**src/rtl/hazard_ctrl_pkg.sv**
```systemverilog
// -----------------------------------------------------------------------------
// hazard_ctrl_pkg
//
// Shared types and constants for the pipeline hazard controller.
//
//   reset_t        : per-pipeline-register flush command (continue / reset)
//   hazard_state_t : redirect FSM state (idle / redirect pending on Iwait)
//   REG_ZERO       : architectural zero register; never a real dependency
//   src_matches()  : one source operand depends on a given destination
// -----------------------------------------------------------------------------
package hazard_ctrl_pkg;

    localparam int REG_ADDR_W = 5;

    typedef enum logic {
        RESET_CONTINUE = 1'b0,
        RESET_RESET    = 1'b1
    } reset_t;

    typedef enum logic {
        HZ_IDLE = 1'b0,
        HZ_PEND = 1'b1
    } hazard_state_t;

    localparam logic [REG_ADDR_W-1:0] REG_ZERO = 5'd0;

    // True when the decode-stage operand is actually read and names dst.
    function automatic logic src_matches(
        input logic                  use_src,
        input logic [REG_ADDR_W-1:0] src,
        input logic [REG_ADDR_W-1:0] dst
    );
        return use_src && (src == dst);
    endfunction

endpackage

```
**src/rtl/hazard_ctrl_if.sv**
```systemverilog
// -----------------------------------------------------------------------------
// hazard_ctrl_if
//
// Bundle between the pipeline datapath and the hazard controller.
//
//   Pipeline -> controller : id_rs1, id_rs2, id_use_rs1, id_use_rs2,
//                            ex_dst, ex_regwrite, ex_is_load, ex_redirect,
//                            ex_target, Iwait, Dwait, exe_is_waiting
//   Controller -> pipeline : reset_IF_ID, reset_ID_EX, stall_pc, stall_IF_ID,
//                            redirect_valid, redirect_pc, flush_count
//
//   master : pipeline side (drives hazard sources, consumes controls)
//   slave  : hazard controller side
// -----------------------------------------------------------------------------
interface hazard_ctrl_if #(
    parameter int XLEN  = 64,
    parameter int CNT_W = 32
) ();
    import hazard_ctrl_pkg::*;

    // Decode stage
    logic [REG_ADDR_W-1:0] id_rs1;
    logic [REG_ADDR_W-1:0] id_rs2;
    logic                  id_use_rs1;
    logic                  id_use_rs2;

    // Execute stage
    logic [REG_ADDR_W-1:0] ex_dst;
    logic                  ex_regwrite;
    logic                  ex_is_load;
    logic                  ex_redirect;
    logic [XLEN-1:0]       ex_target;

    // Memory / multi-cycle status
    logic                  Iwait;
    logic                  Dwait;
    logic                  exe_is_waiting;

    // Controls back to the pipeline
    reset_t                reset_IF_ID;
    reset_t                reset_ID_EX;
    logic                  stall_pc;
    logic                  stall_IF_ID;
    logic                  redirect_valid;
    logic [XLEN-1:0]       redirect_pc;
    logic [CNT_W-1:0]      flush_count;

    modport master (
        output id_rs1, id_rs2, id_use_rs1, id_use_rs2,
        output ex_dst, ex_regwrite, ex_is_load, ex_redirect, ex_target,
        output Iwait, Dwait, exe_is_waiting,
        input  reset_IF_ID, reset_ID_EX, stall_pc, stall_IF_ID,
        input  redirect_valid, redirect_pc, flush_count
    );

    modport slave (
        input  id_rs1, id_rs2, id_use_rs1, id_use_rs2,
        input  ex_dst, ex_regwrite, ex_is_load, ex_redirect, ex_target,
        input  Iwait, Dwait, exe_is_waiting,
        output reset_IF_ID, reset_ID_EX, stall_pc, stall_IF_ID,
        output redirect_valid, redirect_pc, flush_count
    );

endinterface

```
**src/rtl/hazard_loaduse_detect.sv**
```systemverilog
// -----------------------------------------------------------------------------
// hazard_loaduse_detect
//
// Purely combinational load-use dependency check: flags when the instruction
// in decode reads a register that the load currently in EX will write. The
// loaded value is only available after MEM, so decode must wait one cycle.
//
//   id_rs1_i, id_rs2_i         : decode-stage source registers
//   id_use_rs1_i, id_use_rs2_i : the corresponding source is actually read
//   ex_dst_i                   : EX-stage destination register
//   ex_regwrite_i              : EX instruction writes a register
//   ex_is_load_i               : EX instruction is a load
//   hazard_o                   : one-bubble load-use stall required
// -----------------------------------------------------------------------------
module hazard_loaduse_detect
    import hazard_ctrl_pkg::*;
(
    input  logic [REG_ADDR_W-1:0] id_rs1_i,
    input  logic [REG_ADDR_W-1:0] id_rs2_i,
    input  logic                  id_use_rs1_i,
    input  logic                  id_use_rs2_i,
    input  logic [REG_ADDR_W-1:0] ex_dst_i,
    input  logic                  ex_regwrite_i,
    input  logic                  ex_is_load_i,
    output logic                  hazard_o
);

    logic load_writes_reg;
    logic rs1_dep;
    logic rs2_dep;

    // Writes to x0 are discarded, so a load targeting x0 never creates a
    // dependency even if decode names x0 as a source.
    assign load_writes_reg = ex_is_load_i && ex_regwrite_i && (ex_dst_i != REG_ZERO);

    assign rs1_dep = src_matches(id_use_rs1_i, id_rs1_i, ex_dst_i);
    assign rs2_dep = src_matches(id_use_rs2_i, id_rs2_i, ex_dst_i);

    assign hazard_o = load_writes_reg && (rs1_dep || rs2_dep);

endmodule

```
**src/rtl/hazard_ctrl.sv**
```systemverilog
// -----------------------------------------------------------------------------
// hazard_ctrl
//
// Pipeline hazard controller. Produces the flush (reset_IF_ID / reset_ID_EX)
// and hold (stall_pc / stall_IF_ID) controls for the front of the pipeline
// and the PC redirect request.
//
//   clk   : clock
//   reset : asynchronous active-high reset
//   bus   : hazard_ctrl_if.slave
//             in : decode sources, EX destination/load/redirect info,
//                  Iwait, Dwait, exe_is_waiting
//             out: reset_IF_ID, reset_ID_EX, stall_pc, stall_IF_ID,
//                  redirect_valid, redirect_pc, flush_count
//
// Priority, highest first:
//   1. global stall (Dwait | exe_is_waiting): freeze everything
//   2. redirect, either fresh from EX or pending behind an outstanding fetch
//   3. load-use: hold IF/PC one cycle and inject one bubble into ID/EX
//
// A redirect that resolves while an instruction fetch is in flight cannot be
// applied yet (the returning fetch would overwrite it), so its target is
// parked in pend_pc_q and the FSM waits in HZ_PEND, bubbling ID/EX, until
// Iwait drops.
// -----------------------------------------------------------------------------
module hazard_ctrl
    import hazard_ctrl_pkg::*;
#(
    parameter int XLEN  = 64,
    parameter int CNT_W = 32
) (
    input  logic          clk,
    input  logic          reset,
    hazard_ctrl_if.slave  bus
);

    // -------------------------------------------------------------------------
    // State
    // -------------------------------------------------------------------------
    hazard_state_t    state_q,       state_d;
    logic [XLEN-1:0]  pend_pc_q,     pend_pc_d;
    logic [CNT_W-1:0] flush_count_q, flush_count_d;

    // -------------------------------------------------------------------------
    // Combinational outputs
    // -------------------------------------------------------------------------
    reset_t           reset_if_id;
    reset_t           reset_id_ex;
    logic             stall_pc;
    logic             stall_if_id;
    logic             redirect_valid;
    logic [XLEN-1:0]  redirect_pc;

    logic             gstall;
    logic             load_use;

    assign gstall = bus.Dwait || bus.exe_is_waiting;

    hazard_loaduse_detect u_loaduse (
        .id_rs1_i      (bus.id_rs1),
        .id_rs2_i      (bus.id_rs2),
        .id_use_rs1_i  (bus.id_use_rs1),
        .id_use_rs2_i  (bus.id_use_rs2),
        .ex_dst_i      (bus.ex_dst),
        .ex_regwrite_i (bus.ex_regwrite),
        .ex_is_load_i  (bus.ex_is_load),
        .hazard_o      (load_use)
    );

    // -------------------------------------------------------------------------
    // State register
    // -------------------------------------------------------------------------
    // NOTE: state registers use non-blocking assignments so every flop samples
    // the pre-edge values of the others, independent of process order.
    always_ff @(posedge clk or posedge reset) begin
        if (reset) begin
            state_q       <= HZ_IDLE;
            pend_pc_q     <= '0;
            flush_count_q <= '0;
        end else begin
            state_q       <= state_d;
            pend_pc_q     <= pend_pc_d;
            flush_count_q <= flush_count_d;
        end
    end

    // -------------------------------------------------------------------------
    // Next state and outputs
    // -------------------------------------------------------------------------
    // NOTE: every variable driven here gets a default first; any path that
    // left one unassigned would infer a latch.
    always_comb begin
        state_d        = state_q;
        pend_pc_d      = pend_pc_q;
        flush_count_d  = flush_count_q;

        reset_if_id    = RESET_CONTINUE;
        reset_id_ex    = RESET_CONTINUE;
        stall_pc       = 1'b0;
        stall_if_id    = 1'b0;
        redirect_valid = 1'b0;
        redirect_pc    = '0;

        if (reset) begin
            // Registers are being cleared; hold both pipeline registers in
            // reset so nothing stale escapes while the core comes up.
            reset_if_id = RESET_RESET;
            reset_id_ex = RESET_RESET;
        end else if (gstall) begin
            // The whole pipe is frozen. A redirect from EX is ignored here
            // because EX is held too and will present it again.
            stall_pc    = 1'b1;
            stall_if_id = 1'b1;
        end else begin
            unique case (state_q)
                HZ_IDLE: begin
                    if (bus.ex_redirect) begin
                        if (!bus.Iwait) begin
                            redirect_valid = 1'b1;
                            redirect_pc    = bus.ex_target;
                            reset_if_id    = RESET_RESET;
                            reset_id_ex    = RESET_RESET;
                            flush_count_d  = flush_count_q + CNT_W'(1);
                        end else begin
                            // Fetch in flight: park the target, kill the
                            // wrong-path decode instruction, hold the front.
                            pend_pc_d   = bus.ex_target;
                            state_d     = HZ_PEND;
                            reset_id_ex = RESET_RESET;
                            stall_pc    = 1'b1;
                            stall_if_id = 1'b1;
                        end
                    end else if (load_use) begin
                        // One bubble: next cycle the load is in MEM and the
                        // forwarding path covers the dependency.
                        stall_pc    = 1'b1;
                        stall_if_id = 1'b1;
                        reset_id_ex = RESET_RESET;
                    end
                end

                HZ_PEND: begin
                    // EX only sees bubbles here, so ex_redirect is not acted on.
                    if (bus.Iwait) begin
                        reset_id_ex = RESET_RESET;
                        stall_pc    = 1'b1;
                        stall_if_id = 1'b1;
                    end else begin
                        // The returning fetch is wrong-path: discard it and
                        // steer the PC to the parked target.
                        redirect_valid = 1'b1;
                        redirect_pc    = pend_pc_q;
                        reset_if_id    = RESET_RESET;
                        reset_id_ex    = RESET_RESET;
                        flush_count_d  = flush_count_q + CNT_W'(1);
                        state_d        = HZ_IDLE;
                    end
                end

                default: begin
                    state_d = HZ_IDLE;
                end
            endcase
        end
    end

    // -------------------------------------------------------------------------
    // Drive the interface
    // -------------------------------------------------------------------------
    assign bus.reset_IF_ID    = reset_if_id;
    assign bus.reset_ID_EX    = reset_id_ex;
    assign bus.stall_pc       = stall_pc;
    assign bus.stall_IF_ID    = stall_if_id;
    assign bus.redirect_valid = redirect_valid;
    assign bus.redirect_pc    = redirect_pc;
    assign bus.flush_count    = flush_count_q;

endmodule

```
**src/flat_wrapper.sv**
```systemverilog
// flat-port wrapper written by rule: the top's interface ports become plain ports
module hazard_ctrl_flat import hazard_ctrl_pkg::*;
#(
    parameter int XLEN  = 64,
    parameter int CNT_W = 32
)
  (clk, reset, bus_id_rs1, bus_id_rs2, bus_id_use_rs1, bus_id_use_rs2, bus_ex_dst, bus_ex_regwrite, bus_ex_is_load, bus_ex_redirect, bus_ex_target, bus_Iwait, bus_Dwait, bus_exe_is_waiting, bus_reset_IF_ID, bus_reset_ID_EX, bus_stall_pc, bus_stall_IF_ID, bus_redirect_valid, bus_redirect_pc, bus_flush_count);
  hazard_ctrl_if #(.XLEN(XLEN), .CNT_W(CNT_W)) bus_i ();
  input  logic clk;
  input  logic reset;
  input wire logic [$bits(bus_i.id_rs1)-1:0] bus_id_rs1;
  input wire logic [$bits(bus_i.id_rs2)-1:0] bus_id_rs2;
  input wire logic [$bits(bus_i.id_use_rs1)-1:0] bus_id_use_rs1;
  input wire logic [$bits(bus_i.id_use_rs2)-1:0] bus_id_use_rs2;
  input wire logic [$bits(bus_i.ex_dst)-1:0] bus_ex_dst;
  input wire logic [$bits(bus_i.ex_regwrite)-1:0] bus_ex_regwrite;
  input wire logic [$bits(bus_i.ex_is_load)-1:0] bus_ex_is_load;
  input wire logic [$bits(bus_i.ex_redirect)-1:0] bus_ex_redirect;
  input wire logic [$bits(bus_i.ex_target)-1:0] bus_ex_target;
  input wire logic [$bits(bus_i.Iwait)-1:0] bus_Iwait;
  input wire logic [$bits(bus_i.Dwait)-1:0] bus_Dwait;
  input wire logic [$bits(bus_i.exe_is_waiting)-1:0] bus_exe_is_waiting;
  output wire logic [$bits(bus_i.reset_IF_ID)-1:0] bus_reset_IF_ID;
  output wire logic [$bits(bus_i.reset_ID_EX)-1:0] bus_reset_ID_EX;
  output wire logic [$bits(bus_i.stall_pc)-1:0] bus_stall_pc;
  output wire logic [$bits(bus_i.stall_IF_ID)-1:0] bus_stall_IF_ID;
  output wire logic [$bits(bus_i.redirect_valid)-1:0] bus_redirect_valid;
  output wire logic [$bits(bus_i.redirect_pc)-1:0] bus_redirect_pc;
  output wire logic [$bits(bus_i.flush_count)-1:0] bus_flush_count;
  assign bus_i.id_rs1 = bus_id_rs1;
  assign bus_i.id_rs2 = bus_id_rs2;
  assign bus_i.id_use_rs1 = bus_id_use_rs1;
  assign bus_i.id_use_rs2 = bus_id_use_rs2;
  assign bus_i.ex_dst = bus_ex_dst;
  assign bus_i.ex_regwrite = bus_ex_regwrite;
  assign bus_i.ex_is_load = bus_ex_is_load;
  assign bus_i.ex_redirect = bus_ex_redirect;
  assign bus_i.ex_target = bus_ex_target;
  assign bus_i.Iwait = bus_Iwait;
  assign bus_i.Dwait = bus_Dwait;
  assign bus_i.exe_is_waiting = bus_exe_is_waiting;
  assign bus_reset_IF_ID = bus_i.reset_IF_ID;
  assign bus_reset_ID_EX = bus_i.reset_ID_EX;
  assign bus_stall_pc = bus_i.stall_pc;
  assign bus_stall_IF_ID = bus_i.stall_IF_ID;
  assign bus_redirect_valid = bus_i.redirect_valid;
  assign bus_redirect_pc = bus_i.redirect_pc;
  assign bus_flush_count = bus_i.flush_count;
  hazard_ctrl #(.XLEN(XLEN), .CNT_W(CNT_W)) u_core (.clk(clk), .reset(reset), .bus(bus_i));
endmodule
```
**config.mk**
```make
export PLATFORM = sky130hd
export DESIGN_NAME = hazard_ctrl_flat
export DESIGN_NICKNAME = d
export VERILOG_FILES = /design/src/rtl/hazard_ctrl_pkg.sv /design/src/rtl/hazard_ctrl_if.sv /design/src/rtl/hazard_loaduse_detect.sv /design/src/rtl/hazard_ctrl.sv /design/src/flat_wrapper.sv
export SDC_FILE = /design/constraint.sdc
export NUM_CORES = 1
export LEC_CHECK = 0
export BUFFER_PORTS_ARGS = -buffer_cell sky130_fd_sc_hd__clkbuf_2
export CORE_MARGIN = 4
export CORE_UTILIZATION = 49
export CTS_CLUSTER_DIAMETER = 50
export DETAILED_ROUTE_END_ITERATION = 8
export PLACE_DENSITY = 0.82
export SYNTH_ARGS = -nofsm -noshare
export SYNTH_HDL_FRONTEND = slang
export SYNTH_HIERARCHICAL = 1
export SYNTH_SLANG_ARGS = --single-unit
```
**constraint.sdc**
```tcl
create_clock -name clk -period 4.3 [get_ports clk]
set_clock_uncertainty 0.1 [all_clocks]
set_input_delay 0.43 -clock clk [delete_from_list [all_inputs] [get_ports clk]]
set_output_delay 0.43 -clock clk [all_outputs]
set_load 0.03 [all_outputs]
```
==> out/qor.yml <==
cts_resized: 0
clock_latency_ps: 350
ys_ff_latch: 97
io_pins: 190
ys_warn_count: 6
first_pass_iters: 4
ant_nets: 0
criticalPathCategory: "reg -> out"
final_max_slew_viol_count: 0
io_buffers: 189
cts_setup_buffers: 0
drc: 0
syn2layout_area_growth_pct: 25.75
die_h_um: 108.0
routed-via-count: 4162
place_inst: 743
r2r_cells: 5
core_area_sq_mm: 0.009774
viasPerCell: 5.498
synth_edf_count: 0
maxCapViolations: 0
stdcell_area_sq_mm: 0.006158
end_kind: "output pin"
cts_made_buffers: 9
path_clk_slew_ps: 90
yosysSeqAreaShare: 0.4957
syn_inst: 446
timing.hold.ws_ps: 169.6
rows: 36
drt-total-wl_um: 12620
drive_above_1_share: 0.4551
hp-class: "in -> async"
timing.slew.headroom: 0.4280
final_common_cell: "clkbuf_2"
gp_congestion: 0.8910
clock-sinks: 97
nets: 711
finalCoreUtilization: 0.6301
grt_pass1_wl_um: 20490
grt.total_usage: 0.2209
ir_drop_mv: 0.2226
drt_iter0_markers: 244
crit_path_max_fanout: 34
outcome: "completed"
grt_pass1_vias: 4275
hold_buffers: 0
root_buffer: "clkbuf_8"
p_per_area_mw_per_mm2: 381.5
fin_cells: 757
startpoint_type: "flip-flop"
tritoncts: "yes"
htreeDepth: 3
crit_required_ps: 3770
async_flop_share: 1.000
rsz0062_at_grt: "no"
syn-num-nets: 536
clock_path_buffers: 2
hold_violations: 0
max_freq_mhz: 330.2
antennaDiodeCount: 0
dieArea_sq_mm: 0.01166
rrSetupSlack_ps: 2020
grt_max_degree: 58
worstReg2RegEnd: "u_core/bus.flush_count[30]$_DFFE_PP0P_"
rr_startpoint: "u_core/bus.flush_count[0]$_DFFE_PP0P_"
syn_avg_cell_area_sq_um: 10.98
nFillCells: 798
tightest_slew_ps: 851.4
synth_cell_types: 34
arrival_ps: 2500
fin_crit_sh: 0.7044
syn-cell-area_sq_mm: 0.004897
fin_crit_ps: 3029
p_leak_nw: 2.949
tns_ps: 0
die-width_um: 108.0
final_cell_mix: "189 x clkbuf_2, 97 x dfrtp_1, 72 x nor2_1"
dp_hpwl_um: 9278
dpl_cell_area_sq_mm: 0.005953
synth-main-ff-cell: "dfrtp_1"
routedWlPerCell_um: 16.67
antenna_found_initial: 0
start_util: 0.5010
setup_violations: 0
overflow: 0
==> final cells by class <==
class | instances | area [sq um] | share of cell area
flip-flops and latches | 97 | 2427 | 0.3941
inverters | 1 | 7.507 | 0.001219
repair buffers | 196 | 1011 | 0.1642
clock inverters | 5 | 81.33 | 0.01321
multi-input cells | 316 | 2341 | 0.3801
clock buffers | 9 | 123.9 | 0.02011
well taps | 133 | 166.4 | 0.02702
==> worst max-delay path, cell delays in order, from the launching register on <==
cell and delay, ps:
dfrtp_1 450, nor2b_4 710, buf_4 450, a22oi_1 140, nor2_1 150, clkbuf_2 230
==> flip-flops by register name, summed over array words and instances, names as in the netlist <==
register                cells
u_core/pend_pc_q           64
u_core/bus.flush_count     32
u_core/state_q              1
==> logic make-up after synthesis <==
logic type | share of synthesized area
xor+xnor | 0.07333
simple gates | 0.1413
buf+inv | 0.02938
compound gates | 0.1083
flops | 0.4957
fa+ha+maj | 0.002555
mux | 0.1495
==> layer usage <==
| layer | vias up | GRT usage | share of wire | routed length [um] |
|---|---|---|---|---|
| li1 | 1955 | - | - | - |
| met1 | 2039 | 0.2781 | 0.41 | 5177 |
| met2 | 158 | 0.3743 | 0.52 | 6524 |
| met3 | 10 | 0.05194 | 0.066 | 827 |
| met4 | 0 | 0.07665 | 0.0074 | 93 |
| met5 | - | 0 | 0 | 0 |
==> where the power goes <==
group	switching, mW	leakage [nW]	internal (mW)
Combinational	0.260	1.59	0.245
Clock	0.307	0.102	0.323
Sequential	0.118	1.26	1.10
Total	0.685	2.95	1.66
==> how the worst max path moves through the flow <==
stage	start	to	slack, ps	cells past startpoint
2_1_floorplan	reset	bus_stall_pc	580	4
3_3_place_gp	reset	u_core/bus.flush_count[30]$_DFFE_PP0P_	1600	5
3_5_place_dp	reset	u_core/bus.flush_count[25]$_DFFE_PP0P_	1510	5
4_1_cts	u_core/state_q$_DFFE_PP0P_	bus_redirect_pc[54]	1270	5
5_1_grt	u_core/state_q$_DFFE_PP0P_	bus_redirect_pc[32]	1030	5
6_report	u_core/state_q$_DFFE_PP0P_	bus_redirect_pc[54]	1270	5
==> through the flow <==
step           power [mW]  worst slack (ps)
3_3_place_gp        1.698              1605
5_1_grt             2.480              1028
4_1_cts             2.370              1265
6_report            2.349              1271
2_1_floorplan       1.559             577.3
3_5_place_dp        1.734              1509
==> synthesized netlist by cell type (all sizes together), types with 8 or more instances <==
library cell	instances	area share
clkbuf	22	0.017
and3	8	0.010
mux2	65	0.15
nand3	13	0.013
dfrtp	97	0.50
nor2	72	0.055
nand2	8	0.0061
nand4	13	0.017
a22oi	64	0.098
xnor2	25	0.045
buf	10	0.012
xor2	16	0.029
(Power assumes the default switching activity.)
